--- src/rtl/clk_div_pkg.sv ---
// Shared constants and helpers for the divider family (clock divider, PWM, scan blocks).
package clk_div_pkg;

    localparam int unsigned DIV_MIN = 2;

    // High-phase length of an N-cycle period: ceil(N/2), extra cycle goes high for odd N.
    function automatic logic [63:0] high_len(input logic [63:0] n);
        return n - (n >> 1);
    endfunction

endpackage

--- src/rtl/clock_divider_prog.sv ---
// Programmable clock divider: registered square wave plus one-cycle tick per period,
// with runtime divisor reload at period boundaries, enable, sync restart and load error flag.
module clock_divider_prog
    import clk_div_pkg::*;
#(
    parameter int unsigned     WIDTH       = 32,
    parameter longint unsigned DEFAULT_DIV = 1_000_000
) (
    input  logic             i_clk,
    input  logic             i_reset,
    input  logic             i_enable,
    input  logic             i_sync_clear,
    input  logic             i_div_load,
    input  logic [WIDTH-1:0] i_div_value,
    output logic             o_clk,
    output logic             o_tick,
    output logic [WIDTH-1:0] o_div_active,
    output logic             o_div_err
);

    if (DEFAULT_DIV < DIV_MIN || (DEFAULT_DIV >> WIDTH) != 0) begin : g_bad_default
        $error("clock_divider_prog: DEFAULT_DIV must be >= 2 and < 2**WIDTH");
    end

    logic [WIDTH-1:0] cnt_q, cnt_d;
    logic [WIDTH-1:0] div_q, div_d;
    logic [WIDTH-1:0] pend_q, pend_d;
    logic             pend_v_q, pend_v_d;
    logic             clk_q, clk_d;
    logic             tick_q, tick_d;
    logic             err_q, err_d;

    logic             load_ok;
    logic             wrap;
    logic [WIDTH-1:0] cnt_next;

    always_comb begin
        load_ok  = i_div_load && (i_div_value >= WIDTH'(DIV_MIN));
        wrap     = (cnt_q == div_q - WIDTH'(1));
        cnt_next = wrap ? '0 : cnt_q + WIDTH'(1);

        cnt_d    = cnt_q;
        div_d    = div_q;
        pend_d   = pend_q;
        pend_v_d = pend_v_q;
        clk_d    = clk_q;
        tick_d   = 1'b0;
        err_d    = i_div_load && !load_ok;

        if (load_ok) begin
            pend_d   = i_div_value;
            pend_v_d = 1'b1;
        end

        if (i_sync_clear) begin
            cnt_d  = '0;
            clk_d  = 1'b1;
            tick_d = 1'b1;
            // A same-cycle load bypasses the shadow register and wins over an older pending value.
            if (load_ok) begin
                div_d    = i_div_value;
                pend_v_d = 1'b0;
            end else if (pend_v_q) begin
                div_d    = pend_q;
                pend_v_d = 1'b0;
            end
        end else if (i_enable) begin
            cnt_d = cnt_next;
            // A load landing on the wrap edge stays pending for the following period.
            if (wrap && pend_v_q) begin
                div_d    = pend_q;
                pend_v_d = load_ok;
            end
            clk_d  = (cnt_next < WIDTH'(high_len(64'(div_d))));
            tick_d = wrap;
        end
    end

    always_ff @(posedge i_clk) begin
        if (i_reset) begin
            cnt_q    <= WIDTH'(DEFAULT_DIV - 1);
            div_q    <= WIDTH'(DEFAULT_DIV);
            pend_q   <= '0;
            pend_v_q <= 1'b0;
            clk_q    <= 1'b0;
            tick_q   <= 1'b0;
            err_q    <= 1'b0;
        end else begin
            cnt_q    <= cnt_d;
            div_q    <= div_d;
            pend_q   <= pend_d;
            pend_v_q <= pend_v_d;
            clk_q    <= clk_d;
            tick_q   <= tick_d;
            err_q    <= err_d;
        end
    end

    assign o_clk        = clk_q;
    assign o_tick       = tick_q;
    assign o_div_active = div_q;
    assign o_div_err    = err_q;

endmodule

--- config.mk ---
export PLATFORM = sky130hd
export DESIGN_NAME = clock_divider_prog
export DESIGN_NICKNAME = d
export VERILOG_FILES = /design/src/rtl/clk_div_pkg.sv /design/src/rtl/clock_divider_prog.sv
export SDC_FILE = /design/constraint.sdc
export NUM_CORES = 1
export LEC_CHECK = 0
export ABC_AREA = 1
export BUFFER_PORTS_ARGS = -buffer_cell sky130_fd_sc_hd__clkbuf_2
export CORE_ASPECT_RATIO = 1.2
export CORE_MARGIN = 4
export CORE_UTILIZATION = 45
export CTS_CLUSTER_DIAMETER = 60
export DETAILED_ROUTE_END_ITERATION = 10
export HOLD_SLACK_MARGIN = 0.1
export PLACE_DENSITY = 0.62
export SETUP_SLACK_MARGIN = 0.02
export SLEW_MARGIN = 20
export SYNTH_ARGS = -nofsm -noshare
export SYNTH_HDL_FRONTEND = slang
export SYNTH_SLANG_ARGS = --single-unit
--- constraint.sdc ---
create_clock -name i_clk -period 6.5 [get_ports i_clk]
set_input_delay 0.975 -clock i_clk [delete_from_list [all_inputs] [get_ports i_clk]]
set_output_delay 0.975 -clock i_clk [all_outputs]
set_load 0.01 [all_outputs]
# ---- After elaboration in Yosys (flattened, before gate mapping)
# Index checks and enable logic that the tools add are counted.
dict set report totals {
  regBits 100
  wordCells 42
}
dict set report classes {
  addsub 3
  magnitude_cmp 2
  eq_ne 2
  muxes 20
  n_reduce_logical 7
}
# op count
set op_table {}
lappend op_table {{$mux 32} 8}
lappend op_table {{$mux 20} 2}
lappend op_table {{$add 32x1->32 const B} 1}
lappend op_table {{$eq 32x32->1} 1}
lappend op_table {{$ge 32x2->1 const B} 1}
lappend op_table {{$lt 32x32->1} 1}
lappend op_table {{$sub 32x1->32 const B} 1}
lappend op_table {{$sub 32x31->32} 1}
lappend op_table {{$mux 1} 10}
lappend op_table {{$logic_and 1x1->1} 3}
lappend op_table {{$ne 3x1->1 const B} 1}
lappend op_table {{$reduce_and 2->1} 1}
lappend op_table {{$reduce_bool 2->1} 1}
lappend op_table {{$reduce_or 2->1} 1}
lappend op_table {{$logic_not 1->1} 1}

# ---- Longest topological paths before layout
dict set report logic_depth {
  word_depth 10
  depth_mapped 44
}

# ---- Worst setup path after synthesis
# OpenSTA, ideal clock, no wires.
dict set report synth_timing {
  path_type {flip-flop to flip-flop}
  start {register div_q[0], in the netlist o_div_active[0]}
  end {register clk_q, in the netlist o_clk}
  setup_time_ns 0.129
  t_arrival_ns 4.916
  t_required_ns 6.371
  setup_slack_ns 1.456
  stages_incl_launch_ff 41
  synth_period_minus_slack_ns 5.044
  cell_sequence {dfxtp_1 inv_2 ha_1 nand2_1 inv_1 nor2_1 nand2_1 nor2_1 nand2_1 nor2_1 nand2_1 nor2_1 nand2_1 nor2_1 nand2_1 nor2_4 nand3_4 buf_6 (+5 left out) nand2_1 nand2_1 nand2_1 nand2_2 nand2_1 nand2_2 nand2_1 nand2_2 nand3b_1 nand3_1 nand2_1 ha_1 nand4_1 nor3_1 nor4b_1 nand2_1 nand2_1 a21oi_1}
}
dict set report synth_between {
  elab_chain_len 10
  elab_cells_between_ends 11
  classes_between {2 x add/sub; 1 x order compare; 1 x eq/ne; 6 x mux; 1 x reduce/logical}
}
# element line
set synth_lines {}
lappend synth_lines {{start: declaration} clock_divider_prog.sv:26} ;# logic [WIDTH-1:0] div_q, div_d;
lappend synth_lines {{start signal: assignment} clock_divider_prog.sv:82} ;# div_q <= WIDTH'(DEFAULT_DIV);
lappend synth_lines {{start signal: assignment} clock_divider_prog.sv:90} ;# div_q <= div_d;
lappend synth_lines {{$sub 32x1->32} clock_divider_prog.sv:39} ;# wrap = (cnt_q == div_q - WIDTH'(1));
lappend synth_lines {{$eq 32x32->1} clock_divider_prog.sv:39}
lappend synth_lines {{$logic_and 1x1->1} clock_divider_prog.sv:70} ;# if (wrap && pend_v_q) begin
lappend synth_lines {{$mux 32} clock_divider_prog.sv:70}
lappend synth_lines {{$mux 32} clock_divider_prog.sv:67} ;# end else if (i_enable) begin
lappend synth_lines {{$mux 32} clock_divider_prog.sv:55} ;# if (i_sync_clear) begin
lappend synth_lines {{$sub 32x31->32} clk_div_pkg.sv:8} ;# return n - (n >> 1);
lappend synth_lines {{$lt 32x32->1 (*)} clock_divider_prog.sv:74} ;# clk_d = (cnt_next < WIDTH'(high_len(64'(div_d))));
lappend synth_lines {{$mux 1 (*)} clock_divider_prog.sv:67}
lappend synth_lines {{$mux 1 (*)} clock_divider_prog.sv:55}
lappend synth_lines {{end signal: assignment} clock_divider_prog.sv:93} ;# clk_q <= clk_d;
lappend synth_lines {{end: declaration} clock_divider_prog.sv:29} ;# logic clk_q, clk_d;
# Mark *: on every way between the ends. The rest lies on a longest branch, timed or not. The select of a mux whose other input is x is not followed.
# A chain may end at the register's enable or synchronous reset.

# ---- Final worst setup path
# Same ends and word-level chain as after synthesis.

==> impl_metrics.py <==
metrics = {
    "setup_path": {
        "start_kind": "flop",
        "r2r-end": "o_clk$_SDFFE_PP0P_",
        "reg2reg_depth": 31,
        "slowest_delay_ns": 0.46,
        "reg2reg_slack_ns": 0.56,
        "slowest_stage": "o21ai_0",
        "rr_startpoint": "o_div_active[0]$_SDFFE_PP0P_",
        "worstSetupEndpointType": "flop",
        "startpoint": "o_div_active[0]$_SDFFE_PP0P_",
        "worstSetupPathType": "flop to flop",
        "path_max_fanout": 20,
        "critPathRequiredTime_ns": 6.70,
        "path_common_cell": "nand2_1",
        "worstPathArrival_ns": 6.14,
    },
    "worst_hold_path": {
        "min_path_cells": 2,
        "hp-start": "pend_q[10]$_SDFFE_PP0P_",
        "min_to": "pend_q[10]$_SDFFE_PP0P_",
        "hp-class": "flop to flop",
    },
    "timing": {
        "slew_headroom": 0.338,
        "rsz0062_at_grt": "no",
        "fin_tns_setup_ns": 0,
        "timing.final.hold_violations": 0,
        "worst_pin_slew_ns": 0.987,
        "slew_viol_final": 0,
        "fin_crit_sh": 0.914,
        "timing.fmax_ghz": 0.168,
        "post-route-min-period_ns": 5.94,
        "final.setup_skew_ns": 0.0158,
        "setup_violations": 0,
    },
    "route": {
        "finalWirelength_um": 34100,
        "vias_per_cell": 5.57,
        "dr.pass1.iters": 5,
        "detail_route.wl_per_cell_um": 17.6,
        "postRouteAntennaNets": 0,
        "vias": 10778,
        "drc": 0,
        "detail_route.iter0.violations": 908,
    },
    "synthesis": {
        "yosysSeqAreaShare": 0.208,
        "ys_seq_elements": 100,
        "ys_warn_count": 0,
        "synth_fp_nets": 1704,
        "avgSynthCellArea_um2": 6.01,
        "synthArstFlopShare": 0,
        "synth_area_um2": 9640,
        "ys_types": 50,
        "syn-instance-count": 1606,
        "synth_edf_count": 0,
        "ys_dominant_reg_cell": "dfxtp_1",
    },
    "floorplanning": {
        "die_area_um2": 23800,
        "initial_core_util": 0.458,
        "fp.dieW_um": 142,
        "core_area_um2": 21000,
        "die_h_um": 168,
        "rows": 58,
        "io_pins": 72,
    },
    "power_and_ir_drop": {
        "power_per_cell_area_nw_per_um2": 213,
        "power.leakage_nw": 5.07,
        "peakVddDrop_mv": 0.154,
    },
    "layout": {
        "final_common_cell": "nand2_1",
        "post-route-util": 0.505,
        "final_cell_mix": "nand2_1 (449), nor2_1 (222), inv_1 (176)",
        "seq_area_um2": 2000,
        "drive_gt1_frac": 0.0961,
        "multi_input_area_um2": 6790,
        "areaGrowthSynthToFinish_pct": 10.2,
        "nNetsFinal": 1758,
        "antennaDiodeCount": 0,
        "fillers": 2260,
        "design_area_um2": 10600,
    },
    "clocking": {
        "htreeDepth": 3,
        "cts_root_buffer": "clkbuf_16",
        "postCtsSetupBuffers": 0,
        "clockBufferDepth": 2,
        "holdBufCountCts": 0,
        "cts_made_buffers": 9,
        "cts_tree": "yes",
        "worstSkewPairLatency_ns": 0.35,
        "clock_sinks": 100,
        "path_clk_slew_ns": 0.08,
    },
    "global_route": {
        "grtUsageTotal": 0.282,
        "grt.busiest_layer": "met2",
        "gr-usage-met3": 0.0418,
        "antenna_found_initial": 0,
        "globalRouteOverflowTotal": 0,
        "grt_pass1_vias": 10103,
        "grt_max_degree": 60,
        "grt_pass1_wl_um": 53400,
        "met1_usage": 0.365,
        "use_met2": 0.481,
    },
    "placement": {
        "place.gp.congestion": 1.02,
        "port_buffers": 71,
        "dp_hpwl_um": 27800,
        "place_area_um2": 10300,
    },
    "run": {
        "drv_cap": 0,
    },
    "run_status": {
        "status": "finished clean",
    },
}
[metal layers]
layer / share of wire / up-vias / wire length, µm
met4: 0.032 / 0 / 1100
met1: 0.43 / 4915 / 14700
met3: 0.067 / 73 / 2270
met5: 0 / - / 0
li1: - / 5395 / -
met2: 0.47 / 395 / 16000
[critical path: cells and delay by family (launching register included)]
kind | cells | cell delay [ns]
AO/OA/AOI/OAI | 6 | 1.49
adder cells (fa/ha/maj) | 3 | 0.87
buffers and inverters | 3 | 0.30
flip-flops | 1 | 0.35
AND/OR/NAND/NOR | 19 | 2.75
[final cells by class]
class / count / area share
inverters: 183 / 0.0646
well taps: 270 / 0.0318
flip-flops and latches: 100 / 0.188
multi-input cells: 1275 / 0.638
repair buffers: 91 / 0.0476
clock inverters: 4 / 0.00530
clock buffers: 12 / 0.0241
[worst max path at each step]
stage | end
detailed placement | o_clk$_SDFFE_PP0P_
global route | o_clk$_SDFFE_PP0P_
floorplan | o_clk$_SDFFE_PP0P_
finish | o_clk$_SDFFE_PP0P_
CTS | o_clk$_SDFFE_PP0P_
global placement | o_clk$_SDFFE_PP0P_
[registers in the layout, summed over array words and instances (netlist names)]
register / count
pend_v_q: 1
o_div_err: 1
o_tick: 1
o_div_active: 32
o_clk: 1
pend_q: 32
cnt_q: 32
[where the power goes]
group          leakage (nW)  total (W)  internal [W]  switching (W)
Clock                 0.153   0.000581      0.000323       0.000257
Sequential            0.827   0.000718      0.000654      0.0000638
Combinational          4.09   0.000964      0.000342       0.000622
Total                  5.07    0.00226       0.00132       0.000943
[cell families after synthesis]
kind of cell    synth area share
simple gates               0.384
compound gates             0.172
buf+inv                   0.0924
flops                      0.208
xor+xnor                  0.0580
fa+ha+maj                 0.0799
mux                      0.00623
[synthesized netlist by cell type (2+ instances only)]
cell type,count,area (µm²)
a211oi_1,22,165
a21boi_1,2,15.0
a21o_1,2,15.0
a21oi_1,96,480
a221o_1,5,50.1
a221oi_1,2,17.5
and2_1,2,12.5
buf_1,4,15.0
buf_2,4,20.0
buf_6,2,22.5
clkbuf_1,39,146
clkinv_1,3,11.3
dfxtp_1,100,2000
ha_1,60,751
inv_1,176,661
inv_2,4,15.0
mux2i_1,6,60.1
nand2_1,450,1690
nand2_2,15,93.8
nand3_1,69,345
nand3b_1,16,120
nand4_1,29,181
nor2_1,222,833
nor2_2,14,87.6
nor2_4,7,78.8
nor3_1,20,100
nor4_1,16,100
o211ai_1,33,248
o21a_1,2,15.0
o21ai_0,91,455
o21ai_1,7,35.0
o21ai_2,3,26.3
o21bai_1,4,30.0
o221ai_1,2,17.5
o31ai_1,2,15.0
xnor2_1,22,193
xor2_1,40,350
[per-stage QoR]
step                power (W)  hold slack, ns  cells  worst slack, ns
finish                0.00226           0.522   1935            0.560
CTS                   0.00226           0.523   1934            0.420
global route          0.00243           0.548   1935           0.0225
global placement      0.00167           0.501   1918            0.472
detailed placement    0.00168           0.504   1918            0.453
floorplan             0.00141           0.478   1606             1.46
[what timing repair did]
action                                  4_1_cts  5_1_grt
gates resized for setup                       0        4
endpoints found under the setup margin        0        1
hold endpoints to repair                      0        0
(Power assumes the default switching activity.)
